**config.mk**
```make
export PLATFORM = sky130hd
export DESIGN_NAME = cw_trace_reader
export DESIGN_NICKNAME = d
export VERILOG_FILES = /design/src/rtl/cw_trace_reader_pkg.sv /design/src/rtl/cw_trace_reader_crc16.sv /design/src/rtl/cw_trace_reader.sv
export SDC_FILE = /design/constraint.sdc
export NUM_CORES = 1
export LEC_CHECK = 0
export BUFFER_PORTS_ARGS = -buffer_cell sky130_fd_sc_hd__buf_2
export CAP_MARGIN = 10
export CORE_ASPECT_RATIO = 0.9
export CORE_MARGIN = 4
export CORE_UTILIZATION = 35
export CTS_BUF_LIST = sky130_fd_sc_hd__clkbuf_16
export CTS_CLUSTER_DIAMETER = 50
export DETAILED_ROUTE_END_ITERATION = 16
export PLACE_DENSITY = 0.62
export SLEW_MARGIN = 25
export SYNTH_ARGS = -nofsm -noshare
export SYNTH_HDL_FRONTEND = slang
export SYNTH_SLANG_ARGS = --single-unit
```
**constraint.sdc**
```tcl
create_clock -name clk -period 2.13 [get_ports clk]
set_clock_uncertainty 0.15 [all_clocks]
set_input_delay 0 -clock clk [delete_from_list [all_inputs] [get_ports clk]]
set_output_delay 0 -clock clk [all_outputs]
set_load 0.1 [all_outputs]
```
**src/rtl/cw_trace_reader_pkg.sv**
```systemverilog
// Shared types and constants for the trace-buffer readout path.
package cw_trace_reader_pkg;

  // Sample RAM depth shared with the capture-buffer writer.
  localparam int unsigned CW_MEM_DEPTH = 5461;

  localparam logic [15:0] CRC16_POLY = 16'h1021;
  localparam logic [15:0] CRC16_INIT = 16'hFFFF;

  typedef enum logic [2:0] {
    IDLE,
    FETCH,
    LAT,
    PRESENT,
    FINISH
  } state_t;

  // Advance a CRC-16-CCITT register by one input bit.
  function automatic logic [15:0] crc16_bit(logic [15:0] c, logic b);
    return {c[14:0], 1'b0} ^ ((c[15] ^ b) ? CRC16_POLY : 16'h0000);
  endfunction

endpackage

```
**src/rtl/cw_trace_reader_crc16.sv**
```systemverilog
// Registered CRC-16-CCITT over DW-bit words, MSB first.
module cw_trace_reader_crc16
  import cw_trace_reader_pkg::*;
#(
  parameter int unsigned DW = 4
) (
  input  logic          clk,
  input  logic          rst,
  input  logic          clr,
  input  logic          en,
  input  logic [DW-1:0] data,
  output logic [15:0]   crc
);

  logic [15:0] crc_nxt;

  // Fold all DW bits of the word into the running CRC.
  always_comb begin
    logic [DW-1:0] d;
    crc_nxt = crc;
    d       = data;
    for (int unsigned i = 0; i < DW; i++) begin
      crc_nxt = crc16_bit(crc_nxt, d[DW-1]);
      d       = d << 1;
    end
  end

  // Reload on clear, otherwise accumulate on enable.
  always_ff @(posedge clk) begin
    if (rst || clr) begin
      crc <= CRC16_INIT;
    end else if (en) begin
      crc <= crc_nxt;
    end
  end

endmodule

```
**src/rtl/cw_trace_reader.sv**
```systemverilog
// Walks sample RAM from start_addr with wrap-around and streams count samples.
// Optional running CRC of the streamed samples: define CW_TRACE_READER_CRC_EN.
module cw_trace_reader
  import cw_trace_reader_pkg::*;
#(
  parameter int unsigned DW        = 4,
  parameter int unsigned AW        = 16,
  parameter int unsigned MEM_DEPTH = CW_MEM_DEPTH
) (
  input  logic          clk,
  input  logic          rst,
  input  logic          start,
  input  logic          abort,
  input  logic [AW-1:0] start_addr,
  input  logic [AW:0]   count,
  output logic          rd_ce,
  output logic [AW-1:0] rd_addr,
  input  logic [DW-1:0] rd_data,
  output logic          out_valid,
  output logic [DW-1:0] out_data,
  output logic          out_last,
  input  logic          out_ready,
  output logic          busy,
  output logic          done,
  output logic          err
`ifdef CW_TRACE_READER_CRC_EN
  ,
  output logic [15:0]   crc
`endif
);

  localparam logic [AW:0]   DEPTH_W   = (AW+1)'(MEM_DEPTH);
  localparam logic [AW-1:0] LAST_ADDR = AW'(MEM_DEPTH - 1);

  state_t        state, state_nxt;
  logic [AW-1:0] addr, addr_nxt;
  logic [AW:0]   remaining, rem_nxt;
  logic [AW-1:0] rd_addr_nxt;
  logic          out_valid_nxt, out_last_nxt, err_nxt;
  logic [DW-1:0] out_data_nxt;
  logic          rd_ce_nxt, busy_nxt, done_nxt;
  logic          bad_c, start_ok_c, hs_c;

  assign bad_c      = ({1'b0, start_addr} >= DEPTH_W) || (count > DEPTH_W);
  assign start_ok_c = (state == IDLE) && start && !abort;
  assign hs_c       = (state == PRESENT) && out_ready && !abort;

  // State register and registered outputs.
  always_ff @(posedge clk) begin
    if (rst) begin
      state     <= IDLE;
      addr      <= '0;
      remaining <= '0;
      rd_ce     <= 1'b0;
      rd_addr   <= '0;
      out_valid <= 1'b0;
      out_data  <= '0;
      out_last  <= 1'b0;
      busy      <= 1'b0;
      done      <= 1'b0;
      err       <= 1'b0;
    end else begin
      state     <= state_nxt;
      addr      <= addr_nxt;
      remaining <= rem_nxt;
      rd_ce     <= rd_ce_nxt;
      rd_addr   <= rd_addr_nxt;
      out_valid <= out_valid_nxt;
      out_data  <= out_data_nxt;
      out_last  <= out_last_nxt;
      busy      <= busy_nxt;
      done      <= done_nxt;
      err       <= err_nxt;
    end
  end

  // Next-state and next-output decode; abort outside IDLE overrides everything.
  always_comb begin
    state_nxt     = state;
    addr_nxt      = addr;
    rem_nxt       = remaining;
    rd_addr_nxt   = rd_addr;
    out_valid_nxt = out_valid;
    out_data_nxt  = out_data;
    out_last_nxt  = out_last;
    err_nxt       = err;

    if (abort && (state != IDLE)) begin
      state_nxt     = (state == FINISH) ? IDLE : FINISH;
      out_valid_nxt = 1'b0;
      out_last_nxt  = 1'b0;
    end else begin
      case (state)
        IDLE: begin
          if (start_ok_c) begin
            addr_nxt  = start_addr;
            rem_nxt   = count;
            err_nxt   = bad_c;
            state_nxt = (bad_c || (count == '0)) ? FINISH : FETCH;
          end
        end
        FETCH: state_nxt = LAT;
        LAT: begin
          out_data_nxt  = rd_data;
          out_valid_nxt = 1'b1;
          out_last_nxt  = (remaining == (AW+1)'(1));
          state_nxt     = PRESENT;
        end
        PRESENT: begin
          if (hs_c) begin
            out_valid_nxt = 1'b0;
            out_last_nxt  = 1'b0;
            rem_nxt       = remaining - (AW+1)'(1);
            addr_nxt      = (addr == LAST_ADDR) ? '0 : addr + AW'(1);
            state_nxt     = (remaining > (AW+1)'(1)) ? FETCH : FINISH;
          end
        end
        FINISH:  state_nxt = IDLE;
        default: state_nxt = IDLE;
      endcase
    end

    if (state_nxt == FETCH) begin
      rd_addr_nxt = addr_nxt;
    end
  end

  assign rd_ce_nxt = (state_nxt == FETCH);
  assign done_nxt  = (state_nxt == FINISH);
  assign busy_nxt  = (state_nxt == FETCH) || (state_nxt == LAT) || (state_nxt == PRESENT);

`ifdef CW_TRACE_READER_CRC_EN
  cw_trace_reader_crc16 #(.DW(DW)) u_crc (
    .clk  (clk),
    .rst  (rst),
    .clr  (start_ok_c),
    .en   (hs_c),
    .data (out_data),
    .crc  (crc)
  );
`endif

endmodule
```
* Word-level counts from Yosys, hierarchy flattened
Cells that the tools add are included.
Word-level totals: flip-flop bits (word level) 62, input port bits 42
Operators by class: $add $sub $neg 2, $lt $le $gt $ge 3, equality and inequality tests 12, muxes and demuxes 18, bitwise logic cells 1, reductions and logical operators 20
Operator list (count):
- $mux W16 | 4
- $mux W17 | 2
- $pmux W17 S2 | 1
- $pmux W16 S2 | 1
- $mux W3 | 6
- $eq A17 B1 Y1 const B | 1
- $gt A17 B1 Y1 const B | 1
- $gt A17 B13 Y1 const B | 1
- $logic_not A17 Y1 | 1
- $sub A17 B1 Y17 const B | 1
- $add A16 B1 Y16 const B | 1
- $eq A16 B13 Y1 const B | 1
- $ge A16 B13 Y1 const B | 1
- $eq A3 B2 Y1 const B | 4
- $pmux W3 S4 | 1
- $eq A3 B1 Y1 const B | 2
- $eq A3 B3 Y1 const B | 2
- $logic_and A1 B1 Y1 | 5
- $logic_or A1 B1 Y1 | 4
- $ne A2 B2 Y1 const B | 2
- $pmux W1 S2 | 2
- $reduce_and A2 Y1 | 2
- $reduce_and A4 Y1 | 1
- $reduce_bool A2 Y1 | 2
- 7 further kinds | 7

* Longest topological paths before layout
word-level depth 10, mapped depth 9

* Least setup slack after synthesis
Ideal clock, no wire load.
kind flip-flop to flip-flop, start point register state[2], end point register rd_addr[12], library setup time 0.121 ns, data arrival time 2.012 ns, data required time 1.859 ns, setup slack -0.153 ns, cell stages (with the launch flop) 10, path buffers 3, clock period less this slack 2.283 ns, cell sequence dfxtp_1 buf_6 and3b_1 buf_4 nand3b_2 or3_4 and2_4 nor2_8 buf_8 mux2_4
On the way: longest elaborated chain between the ends 7, elaborated cells on any way between the ends 21, classes of those cells eq/ne: 5; mux: 9; reduce/logical: 7
RTL lines:
- from (decl) | line cw_trace_reader.sv:35 | state_t state, state_nxt;
- from (signal assigned) | line cw_trace_reader.sv:63 | state <= state_nxt;
- $eq A3 B2 Y1 / $logic_not A3 Y1 (equally long branches) | line cw_trace_reader.sv:46, cw_trace_reader.sv:93, cw_trace_reader.sv:45
- $logic_and A1 B1 Y1, on equally long branches (2 in series) | line cw_trace_reader.sv:46, cw_trace_reader.sv:45
- $mux W3, on equally long branches | line cw_trace_reader.sv:110, cw_trace_reader.sv:95
- $pmux W3 S4 | line cw_trace_reader.sv:93 | case (state)
- $mux W3 | line cw_trace_reader.sv:88 | if (abort && (state != IDLE)) begin
- $eq A3 B1 Y1 | line cw_trace_reader.sv:123 | if (state_nxt == FETCH) begin
- to (signal assigned) | line cw_trace_reader.sv:67 | rd_addr <= rd_addr_nxt;
- to (decl) | line cw_trace_reader.sv:17 | output logic [AW-1:0] rd_addr,
Several ways; a longest one is shown, not always the timed one. A chain may end at the register's enable or synchronous reset.

* Final worst setup path
start point register addr[13], end point register rd_addr[11]
On the way: longest elaborated chain between the ends 5
RTL lines:
- from (decl) | line cw_trace_reader.sv:36 | logic [AW-1:0] addr, addr_nxt;
- from (signal assigned) | line cw_trace_reader.sv:64 | addr <= addr_nxt;
- $eq A16 B13 Y1 | line cw_trace_reader.sv:114 | addr_nxt = (addr == LAST_ADDR) ? '0 : addr + AW'(1);
- $mux W16 | line cw_trace_reader.sv:114
- $mux W16 | line cw_trace_reader.sv:110 | if (hs_c) begin
- $pmux W16 S2 | line cw_trace_reader.sv:93
- $mux W16 | line cw_trace_reader.sv:88
Every way passes these cells.

==> results.md <==
Layout:
- The post-route netlist has a little under two fifths of its cells at a drive strength greater than 1.
- The filler cells instantiated in the layout total between 800 and 900.
- The repair_antennas step left the layout with diodes totalling 0.
- Compared with the post-synthesis result, the final layout area differs by 50.7%.
- The fraction of the core area covered by cells at the end of the flow is between 50% and 60%.
- In the final design database the tool counted approximately 640 nets.

Hold path:
- The worst hold path begins at count[15].
- The worst hold-check path type is input pin to register.
- Counting instances, the worst hold path has a depth of 5.
- The sink of the worst hold path is remaining[15].

Worst setup path:
- The count of cells along the worst register-to-register path is 6.
- The maximum net fanout on the critical path is 5.
- The type of the setup path with the least slack is register to register.
- The launching element type of the critical path is a register.
- The worst register-to-register path ends at rd_addr[11].
- The type of element capturing the critical path is a register.
- Data arrives at the worst endpoint at ~2400 ps.
- In this run the critical register-to-register path is launched from addr[13].
- The required time at the worst-slack endpoint is about 2200 ps.
- In this run the register-to-register setup slack is -170 ps.

Floorplanning:
- The site row count is 34.
- During I/O placement, the number of pins put on the boundary was a little under 70.
- The floorplan step set the die width to approximately 110 um.
- The die span in y is between 100 and 150 um.
- For this configuration, the core starts out at a cell density of 36.2%.
- The die area is ~0.012 mm2.
- The total core area is 0.00978 mm2.

Synth:
- Of all flip-flops after synthesis, the portion carrying an async set or reset was 0%.
- Yosys mapped a number of flops with a built-in enable equal to 0.
- Summing every instance area after synthesis gives roughly 0.0035 mm2.
- Of the post-synthesis cell area, the dominant cell type holds between 30% and 40%.
- The register bit count reported by yosys is 62.
- The most instantiated flip-flop cell in the synthesis netlist is dfxtp_1.
- The average instance in the mapped netlist occupies just over 8 um2.
- The synthesized netlist contains just over 60 unique library cells.
- After synthesis, the cell types taking the most area are dfxtp_1 (35%), nor2_1 (5.2%), o21ai_0 (3.7%), nand2_1 (3.6%), nor3_1 (3.1%).
- Of the synthesized area, sequential elements account for between 30% and 40%.
- For this run, the number of Yosys warnings is 0.
- After technology mapping, the gate count stands at 432.
- The most area-hungry cell type in the Yosys netlist is dfxtp_1.
- Counting every net in the synthesized netlist gives 478.

Outcome:
- The final reports fail on negative setup slack.
- The run finished, with violations left.

STA:
- At the pin with the least slew margin, the transition time is 568 ps.
- Setup violations remaining at the end of the flow were counted as 21.
- The remaining max-slew budget at the tightest pin is approximately three fifths.
- The fmax is 0.435 GHz.
- Across all setup checks in the final design, the least slack found is -166 ps.
- The final max-slew violation count is 0.
- Setup repair after global routing could not meet its margin everywhere.
- The ratio of final minimum period to clock period is 108%.
- The count of final hold-check violations is 0.
- The minimum clock period is ~2300 ps.

Route:
- After detailed routing, the average wire length per cell comes to 17.1 um.
- The wire length after detailed routing is about 12000 um.
- The detailed router finished its first iteration with around 310 violations.
- In the final routing, the length of wire on met1 measures around 5600 um.
- Using the TritonRoute via totals, the vias-per-cell ratio works out to roughly 5.6.
- In this run the remaining antenna-violating nets after routing total 0.
- In the detailed route, the total length drawn on met2 is between 5000 and 6000 um.
- The number of iterations in the first detailed-routing pass is 5.
- Signal routing reaches up to met4.
- Detailed routing placed a total of just under 800 um of wire on met3.
- Across all layers, the routed design uses about 4100 vias.
- In the routed design, unresolved DRC markers number 0.

Place:
- The final HPWL from detailed placement is between 8000 and 9000 um.
- The worst setup timing slack at the placement stage is -300 ps.
- In this run the tool buffered the top-level ports with 67 buffer cells.
- At the end of routability-driven placement, the weighted congestion stood at approximately 0.94.

Clocking:
- The tree is rooted in a clkbuf_16.
- The CTS sink count is 62.
- The TritonCTS clock tree is yes.
- TritonCTS created 9 clock buffers.
- The maximum number of buffers from clock root to sink is 2.
- The H-tree depth reported by CTS is 3.
- Clock latency on the worst-skew pair, taken at its later pin, is 330 ps.
- The clock slew at the register clock pins of the worst setup and hold paths is 60 ps.

Power:
- The clock network burns ~43% of the power.
- The portion of total power attributed to sequential cells is between 30% and 40%.
- The net switching component of the power is ~900 uW.
- VDD sags by at most approximately 0.53 mV.
- Of the total power, the share spent switching nets is about 28%.
- The part of the power in combinational logic is between 10% and 20%.
- The internal power of the cells totals between 2 and 2.5 mW.
- Dividing total power by cell area gives a power density of ~590 mW/mm2.
- The leakage component of the power is roughly 2.2 nW.

Global route:
- In the global route stage, overall resource usage came out at between 20% and 30%.
- The number of antenna violations at the first check in global routing is 0.
- The total overflow reported by the global router is 0.
- The via count of the first global-routing pass is between 3000 and 4000.
- The first-pass GRT wire length is 19300 um.
- The pin count of the biggest net entering global routing is 59.

Run:
- The number of max-capacitance violations reported is 0.
-- flip-flops by register name, summed over array words and instances (netlist names) --
| signal | count |
|---|---|
| remaining | 17 |
| addr | 16 |
| rd_addr | 16 |
| out_data | 4 |
| state | 3 |
| busy | 1 |
| done | 1 |
| err | 1 |
| out_last | 1 |
| out_valid | 1 |
| rd_ce | 1 |
-- how the worst max path moves through the flow --
stage / from / endpoint / cells past startpoint
2_1_floorplan: remaining[5] / rd_addr[12] / 7
3_3_place_gp: count[16] / rd_addr[4] / 7
3_5_place_dp: count[16] / rd_addr[4] / 7
4_1_cts: addr[13] / rd_addr[11] / 6
5_1_grt: addr[13] / rd_addr[11] / 6
6_report: addr[13] / rd_addr[11] / 6
-- critical path: stages, from the launching register on --
cell and delay [ps]:
dfxtp_2 320, or4b_4 540, nor4_4 390, a21oi_2 140
a222oi_1 290, nor2_1 90, mux2_2 270
-- layer usage --
layer  up-vias  global-route usage, %
li1       1935                      -
met1      1937                   27.7
met2       156                   33.0
met3        28                   3.96
met4         0                   8.40
met5         -                      0
-- cells by family (layout without fill, tap and decap cells) --
logic type	after synthesis	count (layout)	share of synthesized area, %
AND/OR/NAND/NOR	184	185	29.0
adder cells (fa/ha/maj)	4	4	1.41
AO/OA/AOI/OAI	122	122	23.2
multiplexers	10	10	3.39
buffers and inverters	39	202	5.19
flip-flops	62	62	35.0
XOR/XNOR	11	11	2.72
-- area by class of cell --
class	count	area (um2)	area share [%]
Tap cell	126	158	2.95
Clock buffer	9	225	4.22
Inverter	11	41.3	0.773
Sequential cell	62	1250	23.4
Timing Repair Buffer	175	1280	24.0
Clock inverter	7	51.3	0.961
Multi-Input combinational cell	332	2340	43.8
-- cells in the final DEF (no fill, tap or decap), drive strengths merged, types with 3 or more instances in the layout --
cell         Yosys  routed
nand4           12      12
mux2            10      10
o21a             3       3
nand4b           4       4
a211oi          10      10
clkinvlp         0       5
xnor2            5       5
buf              7     137
o21ai           27      27
a21o             3       3
nor2b            9       9
nand2           34      34
nor2            50      51
a31oi            4       4
o22ai            6       6
dfxtp           62      62
xor2             6       6
ha               4       4
a221oi           9       9
o211ai           3       3
nand4bb          3       3
dlygate4sd3      0      38
nand3           16      16
or3              3       3
a21oi           22      22
clkbuf          21       9
nor3            22      22
inv             11      11
and2             3       3
nor4            15      15
o31ai            7       7
a22oi           12      12
-- power groups by stage --
stage | clock, mW | combinational, mW | sequential (mW)
3_3_place_gp | 0 | 0.449 | 1.25
2_1_floorplan | 0 | 0.221 | 1.27
6_report | 1.35 | 0.552 | 1.22
4_1_cts | 1.37 | 0.524 | 1.22
3_5_place_dp | 0 | 0.455 | 1.25
5_1_grt | 1.43 | 0.597 | 1.23
-- through the flow --
step | instances | area [um2] | setup TNS (ps) | hold WS (ps) | power, mW
detailed placement | 662 | 4430 | -4540 | 100 | 1.70
global placement | 662 | 4430 | -3420 | 94.4 | 1.69
CTS | 719 | 5170 | -735 | 19.8 | 3.12
floorplan | 432 | 3550 | -271 | -14.0 | 1.49
finish | 722 | 5340 | -2460 | 17.5 | 3.13
global route | 722 | 5340 | -4740 | 61.7 | 3.25
-- cells in the mapped netlist, types with 11 or more instances --
master	number
o21ai_0	26
clkbuf_1	20
inv_1	11
nand4_1	12
nand3_1	16
a22oi_1	12
dfxtp_1	62
nor2_1	49
nor4_1	11
nand2_1	34
a21oi_1	21
nor3_1	22
-- timing repair --
item | CTS | global route
hold buffers | 38 | 0
hold endpoints to repair | 46 | 0
gates cloned | 1 | 0
gates resized for setup | 12 | 30
setup endpoints to repair | 22 | 30
pin swaps | 15 | 13
setup buffers | 2 | 3
(Power assumes the default switching activity.)
